`src/rtl/hazard_ctrl_if.sv`:
```
// Control bundle between the pipeline datapath and hazard_ctrl: hazard inputs,
// stage enables/flushes, forwarding selects and the data-memory handshake.
interface hazard_ctrl_if;
    logic [2:0] id_rs;
    logic [2:0] id_rt;
    logic       id_uses_rs;
    logic       id_uses_rt;
    logic [2:0] ex_rs;
    logic [2:0] ex_rt;
    logic [2:0] ex_rd;
    logic       ex_mem_read;
    logic       branch_taken;
    logic [2:0] ex_mem_rd;
    logic [2:0] mem_wb_rd;
    logic       ex_mem_reg_write;
    logic       mem_wb_reg_write;
    logic       mem_access;
    logic       dmem_ack;

    logic       pc_en;
    logic       if_id_en;
    logic       id_ex_en;
    logic       ex_mem_en;
    logic       if_id_flush;
    logic       id_ex_flush;
    logic       mem_wb_flush;
    logic [1:0] fwd_a;
    logic [1:0] fwd_b;
    logic       dmem_req;
    logic       mem_error;

    // Controller side
    modport master (
        input  id_rs, id_rt, id_uses_rs, id_uses_rt, ex_rs, ex_rt, ex_rd, ex_mem_read,
               branch_taken, ex_mem_rd, mem_wb_rd, ex_mem_reg_write, mem_wb_reg_write,
               mem_access, dmem_ack,
        output pc_en, if_id_en, id_ex_en, ex_mem_en, if_id_flush, id_ex_flush, mem_wb_flush,
               fwd_a, fwd_b, dmem_req, mem_error
    );

    // Datapath side
    modport slave (
        output id_rs, id_rt, id_uses_rs, id_uses_rt, ex_rs, ex_rt, ex_rd, ex_mem_read,
               branch_taken, ex_mem_rd, mem_wb_rd, ex_mem_reg_write, mem_wb_reg_write,
               mem_access, dmem_ack,
        input  pc_en, if_id_en, id_ex_en, ex_mem_en, if_id_flush, id_ex_flush, mem_wb_flush,
               fwd_a, fwd_b, dmem_req, mem_error
    );
endinterface

```
`src/rtl/hazard_ctrl.sv`:
```
// Five-stage pipeline sequencer: stalls/flushes, EX forwarding and dmem handshake.
// Optional stall-cycle counter enabled by defining HAZARD_PERF_CNT_EN.
module hazard_ctrl #(
    parameter int unsigned WAIT_LIMIT = 15,
    parameter int unsigned CNT_W      = 8
) (
    input  logic                 clk,
    input  logic                 reset,
    hazard_ctrl_if.master        bus
`ifdef HAZARD_PERF_CNT_EN
    ,
    output logic [15:0]          stall_cycles
`endif
);

    typedef enum logic [1:0] {StRun, StWait, StError} state_e;

    localparam logic [CNT_W-1:0] LimitCnt = CNT_W'(WAIT_LIMIT);
    localparam logic [CNT_W-1:0] CntOne   = CNT_W'(1);

    state_e           state_q, state_d;
    logic [CNT_W-1:0] cnt_q, cnt_d;

    logic       pc_en, if_id_en, id_ex_en, ex_mem_en;
    logic       if_id_flush, id_ex_flush, mem_wb_flush;
    logic [1:0] fwd_a, fwd_b;
    logic       dmem_req, mem_error;
    logic       load_use;

    // Newest producer (EX_MEM) wins over MEM_WB; r0 never forwards.
    function automatic logic [1:0] fwd_sel(
        input logic [2:0] src,
        input logic       em_we,
        input logic [2:0] em_rd,
        input logic       mw_we,
        input logic [2:0] mw_rd
    );
        if (em_we && em_rd != 3'd0 && em_rd == src) return 2'b01;
        if (mw_we && mw_rd != 3'd0 && mw_rd == src) return 2'b10;
        return 2'b00;
    endfunction

    assign load_use = bus.ex_mem_read && (bus.ex_rd != 3'd0) &&
                      ((bus.id_uses_rs && bus.id_rs == bus.ex_rd) ||
                       (bus.id_uses_rt && bus.id_rt == bus.ex_rd));

    always_ff @(posedge clk) begin
        if (reset) begin
            state_q <= StRun;
            cnt_q   <= '0;
        end else begin
            state_q <= state_d;
            cnt_q   <= cnt_d;
        end
    end

    always_comb begin
        state_d = state_q;
        cnt_d   = cnt_q;
        unique case (state_q)
            StRun: begin
                if (bus.mem_access && !bus.dmem_ack) begin
                    state_d = StWait;
                    cnt_d   = CntOne;
                end
            end
            StWait: begin
                // An ack in the final allowed cycle still wins over the timeout.
                if (bus.dmem_ack) begin
                    state_d = StRun;
                    cnt_d   = '0;
                end else if (cnt_q == LimitCnt) begin
                    state_d = StError;
                end else begin
                    cnt_d = cnt_q + CntOne;
                end
            end
            StError: ;
            default: state_d = StRun;
        endcase
    end

    always_comb begin
        pc_en        = 1'b1;
        if_id_en     = 1'b1;
        id_ex_en     = 1'b1;
        ex_mem_en    = 1'b1;
        if_id_flush  = 1'b0;
        id_ex_flush  = 1'b0;
        mem_wb_flush = 1'b0;
        dmem_req     = 1'b0;
        mem_error    = (state_q == StError);
        fwd_a = fwd_sel(bus.ex_rs, bus.ex_mem_reg_write, bus.ex_mem_rd,
                        bus.mem_wb_reg_write, bus.mem_wb_rd);
        fwd_b = fwd_sel(bus.ex_rt, bus.ex_mem_reg_write, bus.ex_mem_rd,
                        bus.mem_wb_reg_write, bus.mem_wb_rd);
        if (reset) begin
            {pc_en, if_id_en, id_ex_en, ex_mem_en}   = 4'b0000;
            {if_id_flush, id_ex_flush, mem_wb_flush} = 3'b111;
            fwd_a = 2'b00;
            fwd_b = 2'b00;
        end else begin
            unique case (state_q)
                StRun: begin
                    dmem_req = bus.mem_access;
                    if (bus.mem_access && !bus.dmem_ack) begin
                        {pc_en, if_id_en, id_ex_en, ex_mem_en} = 4'b0000;
                        mem_wb_flush = 1'b1;
                    end else if (bus.branch_taken) begin
                        if_id_flush = 1'b1;
                        id_ex_flush = 1'b1;
                    end else if (load_use) begin
                        pc_en       = 1'b0;
                        if_id_en    = 1'b0;
                        id_ex_flush = 1'b1;
                    end
                end
                StWait: begin
                    dmem_req = 1'b1;
                    if (!bus.dmem_ack) begin
                        {pc_en, if_id_en, id_ex_en, ex_mem_en} = 4'b0000;
                        mem_wb_flush = 1'b1;
                    end
                end
                StError: begin
                    {pc_en, if_id_en, id_ex_en, ex_mem_en} = 4'b0000;
                    mem_wb_flush = 1'b1;
                end
                default: ;
            endcase
        end
    end

    assign bus.pc_en        = pc_en;
    assign bus.if_id_en     = if_id_en;
    assign bus.id_ex_en     = id_ex_en;
    assign bus.ex_mem_en    = ex_mem_en;
    assign bus.if_id_flush  = if_id_flush;
    assign bus.id_ex_flush  = id_ex_flush;
    assign bus.mem_wb_flush = mem_wb_flush;
    assign bus.fwd_a        = fwd_a;
    assign bus.fwd_b        = fwd_b;
    assign bus.dmem_req     = dmem_req;
    assign bus.mem_error    = mem_error;

`ifdef HAZARD_PERF_CNT_EN
    logic [15:0] stall_q;

    always_ff @(posedge clk) begin
        if (reset) begin
            stall_q <= '0;
        end else if (!pc_en && stall_q != 16'hFFFF) begin
            stall_q <= stall_q + 16'd1;
        end
    end

    assign stall_cycles = stall_q;
`endif

endmodule
```
`src/flat_wrapper.sv`:
```
// flat-port wrapper written by rule: the top's interface ports become plain ports
module hazard_ctrl_flat 
#(
    parameter int unsigned WAIT_LIMIT = 15,
    parameter int unsigned CNT_W      = 8
)
  (clk, reset, bus_id_rs, bus_id_rt, bus_id_uses_rs, bus_id_uses_rt, bus_ex_rs, bus_ex_rt, bus_ex_rd, bus_ex_mem_read, bus_branch_taken, bus_ex_mem_rd, bus_mem_wb_rd, bus_ex_mem_reg_write, bus_mem_wb_reg_write, bus_mem_access, bus_dmem_ack, bus_pc_en, bus_if_id_en, bus_id_ex_en, bus_ex_mem_en, bus_if_id_flush, bus_id_ex_flush, bus_mem_wb_flush, bus_fwd_a, bus_fwd_b, bus_dmem_req, bus_mem_error);
  hazard_ctrl_if bus_i ();
  input  logic clk;
  input  logic reset;
  input wire logic [$bits(bus_i.id_rs)-1:0] bus_id_rs;
  input wire logic [$bits(bus_i.id_rt)-1:0] bus_id_rt;
  input wire logic [$bits(bus_i.id_uses_rs)-1:0] bus_id_uses_rs;
  input wire logic [$bits(bus_i.id_uses_rt)-1:0] bus_id_uses_rt;
  input wire logic [$bits(bus_i.ex_rs)-1:0] bus_ex_rs;
  input wire logic [$bits(bus_i.ex_rt)-1:0] bus_ex_rt;
  input wire logic [$bits(bus_i.ex_rd)-1:0] bus_ex_rd;
  input wire logic [$bits(bus_i.ex_mem_read)-1:0] bus_ex_mem_read;
  input wire logic [$bits(bus_i.branch_taken)-1:0] bus_branch_taken;
  input wire logic [$bits(bus_i.ex_mem_rd)-1:0] bus_ex_mem_rd;
  input wire logic [$bits(bus_i.mem_wb_rd)-1:0] bus_mem_wb_rd;
  input wire logic [$bits(bus_i.ex_mem_reg_write)-1:0] bus_ex_mem_reg_write;
  input wire logic [$bits(bus_i.mem_wb_reg_write)-1:0] bus_mem_wb_reg_write;
  input wire logic [$bits(bus_i.mem_access)-1:0] bus_mem_access;
  input wire logic [$bits(bus_i.dmem_ack)-1:0] bus_dmem_ack;
  output wire logic [$bits(bus_i.pc_en)-1:0] bus_pc_en;
  output wire logic [$bits(bus_i.if_id_en)-1:0] bus_if_id_en;
  output wire logic [$bits(bus_i.id_ex_en)-1:0] bus_id_ex_en;
  output wire logic [$bits(bus_i.ex_mem_en)-1:0] bus_ex_mem_en;
  output wire logic [$bits(bus_i.if_id_flush)-1:0] bus_if_id_flush;
  output wire logic [$bits(bus_i.id_ex_flush)-1:0] bus_id_ex_flush;
  output wire logic [$bits(bus_i.mem_wb_flush)-1:0] bus_mem_wb_flush;
  output wire logic [$bits(bus_i.fwd_a)-1:0] bus_fwd_a;
  output wire logic [$bits(bus_i.fwd_b)-1:0] bus_fwd_b;
  output wire logic [$bits(bus_i.dmem_req)-1:0] bus_dmem_req;
  output wire logic [$bits(bus_i.mem_error)-1:0] bus_mem_error;
  assign bus_i.id_rs = bus_id_rs;
  assign bus_i.id_rt = bus_id_rt;
  assign bus_i.id_uses_rs = bus_id_uses_rs;
  assign bus_i.id_uses_rt = bus_id_uses_rt;
  assign bus_i.ex_rs = bus_ex_rs;
  assign bus_i.ex_rt = bus_ex_rt;
  assign bus_i.ex_rd = bus_ex_rd;
  assign bus_i.ex_mem_read = bus_ex_mem_read;
  assign bus_i.branch_taken = bus_branch_taken;
  assign bus_i.ex_mem_rd = bus_ex_mem_rd;
  assign bus_i.mem_wb_rd = bus_mem_wb_rd;
  assign bus_i.ex_mem_reg_write = bus_ex_mem_reg_write;
  assign bus_i.mem_wb_reg_write = bus_mem_wb_reg_write;
  assign bus_i.mem_access = bus_mem_access;
  assign bus_i.dmem_ack = bus_dmem_ack;
  assign bus_pc_en = bus_i.pc_en;
  assign bus_if_id_en = bus_i.if_id_en;
  assign bus_id_ex_en = bus_i.id_ex_en;
  assign bus_ex_mem_en = bus_i.ex_mem_en;
  assign bus_if_id_flush = bus_i.if_id_flush;
  assign bus_id_ex_flush = bus_i.id_ex_flush;
  assign bus_mem_wb_flush = bus_i.mem_wb_flush;
  assign bus_fwd_a = bus_i.fwd_a;
  assign bus_fwd_b = bus_i.fwd_b;
  assign bus_dmem_req = bus_i.dmem_req;
  assign bus_mem_error = bus_i.mem_error;
  hazard_ctrl #(.WAIT_LIMIT(WAIT_LIMIT), .CNT_W(CNT_W)) u_core (.clk(clk), .reset(reset), .bus(bus_i));
endmodule
```
`config.mk`:
```
export PLATFORM = sky130hd
export DESIGN_NAME = hazard_ctrl_flat
export DESIGN_NICKNAME = d
export VERILOG_FILES = /design/src/rtl/hazard_ctrl_if.sv /design/src/rtl/hazard_ctrl.sv /design/src/flat_wrapper.sv
export SDC_FILE = /design/constraint.sdc
export NUM_CORES = 1
export LEC_CHECK = 0
export BUFFER_PORTS_ARGS = -buffer_cell sky130_fd_sc_hd__buf_2
export CORE_UTILIZATION = 30
export CTS_CLUSTER_SIZE = 40
export DETAILED_ROUTE_END_ITERATION = 8
export GPL_TIMING_DRIVEN = 0
export HOLD_SLACK_MARGIN = 0.02
export PLACE_DENSITY = 0.62
export SLEW_MARGIN = 20
export SYNTH_ARGS = -nofsm -noshare
export SYNTH_HDL_FRONTEND = slang
export SYNTH_SLANG_ARGS = --single-unit
```
`constraint.sdc`:
```
create_clock -name clk -period 2.08 [get_ports clk]
set_input_delay 0.416 -clock clk [delete_from_list [all_inputs] [get_ports clk]]
set_output_delay 0.416 -clock clk [all_outputs]
set_load 0.01 [all_outputs]
```
==> results.toml, run 1 <==
[floorplanning]
fp.dieH_um = 57.2
rows = 19
die_w_um = 57.2
dieArea_um2 = 3270
start_util = 0.323
coreArea_um2 = 2830
io_pins = 44

[clock_network]
hold_buffers = 0
tritoncts = "done"
cts_buffers = 3
htree_levels = 1
cts_root_buf = "clkbuf_4"
clk_latency_ns = 0.26
path_clk_slew_ns = 0.06
cts_buffer_depth = 2
clkSinkCount = 10

[final_layout]
area_growth_pct = 36.6
final_area_um2 = 1250
mostFrequentLayoutCells = "42 x buf_2, 10 x xnor2_1, 10 x nand2_1"
multi_input_area_um2 = 727
seqCellArea_um2 = 208
final_nets = 195
diodes = 0
fill_cells = 281
final_layout_size_suffix_gt1_frac = 0.416
layout_commonest_cell = "buf_2"

[worst_setup_path]
worstPathArrival_ns = 1.61
path_cells = "nor2b_2, or3_4, buf_4, inv_1, buf_4, buf_2"
r2r-start = "u_core.cnt_q[0]$_SDFFE_PP0P_"
startpoint = "u_core.state_q[1]$_SDFFE_PP0P_"
crit_required_ns = 1.66
crit_path_end = "bus_id_ex_en"
critical_path_class = "flip-flop to output pin"
rr_worst_depth = 5
worst-path-max-fanout = 10
endpoint_kind = "output pin"
r2r_slack_ns = 0.36
max_stage_delay_ns = 0.39
slowest_stage = "or3_4"
startpoint_type = "flip-flop"
crit_path_frequent_cell = "buf_4"
rr_endpoint = "u_core.cnt_q[3]$_SDFFE_PP0P_"

[sta]
final_hold_viol_count = 0
setup_viol = 0
tightest_slew_ns = 0.476
period_needed_ns = 2.02
slew_headroom = 0.680
finClkSkew_ns = 0.00156
final.setup.worst_slack_ns = 0.0567
tns_ns = 0
fin_crit_sh = 0.973
timing.fmax_mhz = 494
finalMaxSlewViolations = 0
hold_slack_ns = 0.485

[pwr]
power.density_nw_per_um2 = 398
peakVddDrop_mv = 0.139
leakagePower_nw = 0.527
power_mw = 0.497

[yosys]
yosysTopAreaCell = "dfxtp_1"
ys_seq_area_frac = 0.219
synth_top_area_frac = 0.219
synthArstFlopShare = 0
synth.area.top_cells = "dfxtp_1 22%, xnor2_1 9.6%, xor2_1 5.8%, nor3_1 4.4%, nand2_1 4.1%"
ys_ff_latch = 10
synth_ff_type = "dfxtp_1"
synth-edff-count = 0
synth-warning-count = 0
syn_area_um2 = 913
synthDistinctLibCells = 43
syn-num-nets = 149
syn_area_per_cell_um2 = 7.81
netlist_instances = 117

[global_routing]
grt_pass1_wl_mm = 3.79
antenna_found_initial = 0
grtUsageTotal = 0.142
grt_pass1_vias = 937
grt_max_degree = 11
grt_overflow_total = 0

[route]
wl_per_cell_um = 12.0
drt_pre_antenna_iters = 4
via_per_inst = 5.38
num_vias = 1033
drtAntennaViolNets = 0
drc = 0
initialDrtViolationCount = 26
routed_wl_mm = 2.31

[min_path]
hold_path.class = "primary input to flip-flop"
min_path_cells = 2

[flow_run]
max_cap_viol_count = 0

[placement]
dp_slack_ns = -0.0332
routabilityCongestion = 0.790
dpl_cell_area_um2 = 1170
dp_hpwl_mm = 1.84
io_buffers = 43

[status]
status = "completed"
==> critical path, delay by kind of cell (launching register included) <==
kind	cells	cell delay (ns)
flops	1	0.37
simple gates	2	0.56
buf+inv	4	0.41
==> report_power, final <==
part | leakage [nW] | switching [mW] | total (mW) | internal [mW]
logic | 0.431 | 0.0842 | 0.166 | 0.0820
clock network | 0.0138 | 0.0649 | 0.132 | 0.0669
registers | 0.0825 | 0.00625 | 0.199 | 0.192
==> sequential cells by signal (all words and copies together), names as in the netlist <==
name	flops
u_core.cnt_q	8
u_core.state_q	2
==> cell families after synthesis <==
group / count (synthesis) / share of synthesized area
AND/OR/NAND/NOR: 52 / 0.322
buffers and inverters: 8 / 0.0438
XOR/XNOR: 16 / 0.153
AO/OA/AOI/OAI: 28 / 0.226
multiplexers: 2 / 0.0219
adder cells (fa/ha/maj): 1 / 0.0137
flip-flops: 10 / 0.219
==> how the worst min path moves through the flow <==
stage	from	endpoint	slack [ns]
after floorplan	u_core.cnt_q[7]$_SDFFE_PP0P_	u_core.cnt_q[7]$_SDFFE_PP0P_	0.45
after CTS	reset	u_core.cnt_q[6]$_SDFFE_PP0P_	0.47
final	reset	u_core.cnt_q[1]$_SDFFE_PP0P_	0.48
after global placement	u_core.cnt_q[7]$_SDFFE_PP0P_	u_core.cnt_q[7]$_SDFFE_PP0P_	0.47
after global routing	reset	u_core.state_q[1]$_SDFFE_PP0P_	0.50
after detailed placement	u_core.cnt_q[7]$_SDFFE_PP0P_	u_core.cnt_q[7]$_SDFFE_PP0P_	0.49
==> cell type report <==
type,instances,share of cell area
multi-input combinational,99,0.583
sequential,10,0.166
clock buffer,3,0.0181
buffer,2,0.0120
tap,31,0.0311
timing repair buffer,44,0.181
inverter,3,0.00903
==> through the flow <==
step | utilization | instances
floorplan | - | 117
global placement | 0.413 | 191
detailed placement | 0.413 | 191
CTS | 0.430 | 195
global route | 0.441 | 192
finish | 0.441 | 192
==> per-layer routing <==
layer	part of all wire	up-vias	track usage
li1	-	526	-
met1	0.44	475	0.171
met2	0.50	29	0.257
met3	0.042	3	0.0159
met4	0.010	0	0.0557
met5	0	-	0
==> synth_stat cells (3+ instances only) <==
cell / instances
inv_1: 3
a21oi_1: 4
xor2_1: 6
nand2_1: 10
a31oi_1: 3
o21ai_0: 3
nor4_1: 3
dfxtp_1: 10
nor2b_1: 3
nand3_1: 6
xnor2_1: 10
nor3_1: 8
nor2_1: 4
nand4_1: 3
==> what timing repair did <==
action / 4_1_cts / 5_1_grt
gates resized for setup: 6 / 13
endpoints found under the setup margin: 5 / 7
setup buffers: 1 / 0
pin swaps: 4 / 5
Power figures use the tool's default switching activity.
==> inputs of run 2 (changes only) <==
--- a/config.mk
+++ b/config.mk
@@ -11,7 +11,7 @@
 export DETAILED_ROUTE_END_ITERATION = 8
 export GPL_TIMING_DRIVEN = 0
 export HOLD_SLACK_MARGIN = 0.02
-export PLACE_DENSITY = 0.62
+export PLACE_DENSITY = 0.53
 export SLEW_MARGIN = 20
 export SYNTH_ARGS = -nofsm -noshare
 export SYNTH_HDL_FRONTEND = slang
==> run 2 against run 1 <==
Against the previous run: the flow now finishes with violations (DRC); non-clock buffer count unchanged; wire length increased by 0.87%; count of clock-buffer cells in the layout increased by 1; cell area increased by 2.4%; sequential power about the same; maximum frequency about the same; worst setup slack improved by 0.00080 ns; register-to-register slack got worse by 0.04 ns.
==> results.toml, run 2 (synthesized netlist as in run 1, its figures left out) <==
[status]
status = "finished with violations"
violations = "DRC"

[pwr]
p_int_mw = 0.383
clock_power_share = 0.324
seq_power_share = 0.362
pwr-share-comb = 0.314
leakagePower_nw = 0.540
p_sw_frac = 0.298
power.density_nw_per_um2 = 427
power_mw = 0.546
peakVddDrop_mv = 0.122
p_switching_mw = 0.162

[route]
drtAntennaViolNets = 0
num_vias = 1018
routed_wl_mm = 2.33
initialDrtViolationCount = 48
wl_per_cell_um = 12.1
drt_pre_antenna_iters = 6
via_per_inst = 5.27
drc = 2

[placement]
dp_hpwl_mm = 1.88
dp_slack_ns = -0.0689
io_buffers = 43
routabilityCongestion = 0.745

[clock_network]
path_clk_slew_ns = 0.07
tritoncts = "done"
htree_levels = 1
cts_buffers = 3
clkSinkCount = 10
hold_buffers = 0
clk_latency_ns = 0.27
cts_root_buf = "clkbuf_4"
cts_buffer_depth = 2
postCtsSetupRepairBufs = 0

[global_routing]
grt_pass1_vias = 860
antenna_found_initial = 0
grtUsageTotal = 0.142
grt_max_degree = 11
grt_pass1_wl_mm = 3.75
grt_overflow_total = 0

[worst_setup_path]
startpoint_type = "flip-flop"
worstPathArrival_ns = 1.61
worst-path-max-fanout = 10
crit_required_ns = 1.66
cp_top_family = "simple AND/OR/NAND/NOR gates"
path_cells = "buf_2, nor2b_1, or3_4, a31oi_4, buf_2"
critical_path_class = "flip-flop to output pin"
max_stage_delay_ns = 0.40
path_buf_inv = 2
endpoint_kind = "output pin"
slowest_stage = "or3_4"
crit_path_frequent_cell = "buf_2"

[final_layout]
area_growth_pct = 39.9
top_regs = "u_core.cnt_q x8, u_core.state_q x2"
final_layout_size_suffix_gt1_frac = 0.420
regMostFlops = "u_core.cnt_q"
diodes = 0
seqCellArea_um2 = 200
layout_commonest_cell = "buf_2"
largest_register_ffs = 8
fill_cells = 277
mostFrequentLayoutCells = "41 x buf_2, 10 x xnor2_1, 10 x nand2_1, 10 x dfxtp_1"
final_nets = 195
multi_input_area_um2 = 741

[sta]
fin_crit_sh = 0.972
finClkSkew_ns = 0.00772
timing.fmax_mhz = 494
slew_headroom = 0.641
period_needed_ns = 2.02
final.setup.worst_slack_ns = 0.0575
setup_viol = 0
finalMaxSlewViolations = 0
hold_slack_ns = 0.469
tightest_slew_ns = 0.538
final_hold_viol_count = 0

[floorplanning]
rows = 19
die_w_um = 57.2
coreArea_um2 = 2830
io_pins = 44
start_util = 0.323
fp.dieH_um = 57.2
dieArea_um2 = 3270

[flow_run]
max_cap_viol_count = 0

[min_path]
hold_path.class = "primary input to flip-flop"
[run 2: cell types whose count changed in the layout (fill, tap and decap cells not counted), sizes merged]
cell and delta:
clkbuf +1
[run 2: layer usage]
metal | track usage | part of all wire | up-vias
li1 | - | - | 526
met1 | 0.187 | 0.46 | 465
met2 | 0.240 | 0.49 | 25
met3 | 0.0159 | 0.034 | 2
met4 | 0.0523 | 0.0099 | 0
met5 | 0 | 0 | -
[run 2: per-stage QoR]
step	setup TNS, ns	utilization	instance area (um^2)	instances
3_3_place_gp	-0.00399	0.413	1170	191
3_5_place_dp	-0.0886	0.413	1170	191
2_1_floorplan	0	-	913	117
6_report	0	0.452	1280	193
4_1_cts	0	0.431	1220	194
5_1_grt	-0.0838	0.452	1280	193
[run 2: worst paths after layout]
path	start	endpoint	slack, ns	depth (start not counted)
max	u_core.state_q[1]$_SDFFE_PP0P_	bus_if_id_en	0.06	5
min reg2reg	u_core.cnt_q[7]$_SDFFE_PP0P_	u_core.cnt_q[7]$_SDFFE_PP0P_	0.49	2
max reg2reg	u_core.cnt_q[0]$_SDFFE_PP0P_	u_core.cnt_q[3]$_SDFFE_PP0P_	0.32	5
min	reset	u_core.state_q[1]$_SDFFE_PP0P_	0.47	2
[run 2: layout make-up]
class                   count  share of cell area
inverters                   3             0.00881
well taps                  31              0.0304
multi-input cells          99               0.580
repair buffers             43               0.177
clock buffers               4              0.0284
plain buffers               3              0.0186
flip-flops and latches     10               0.157
[run 2: repair_timing]
action	CTS	global route
setup endpoints to repair	6	6
pin swaps	4	7
endpoints found under the hold margin	0	0
resized for setup	6	13
[run 2: power groups by stage]
stage | registers (mW) | logic, mW | clock network, mW
3_3_place_gp | 0.202 | 0.152 | 0
4_1_cts | 0.198 | 0.158 | 0.182
3_5_place_dp | 0.202 | 0.155 | 0
6_report | 0.198 | 0.171 | 0.177
2_1_floorplan | 0.201 | 0.0870 | 0
5_1_grt | 0.198 | 0.190 | 0.194
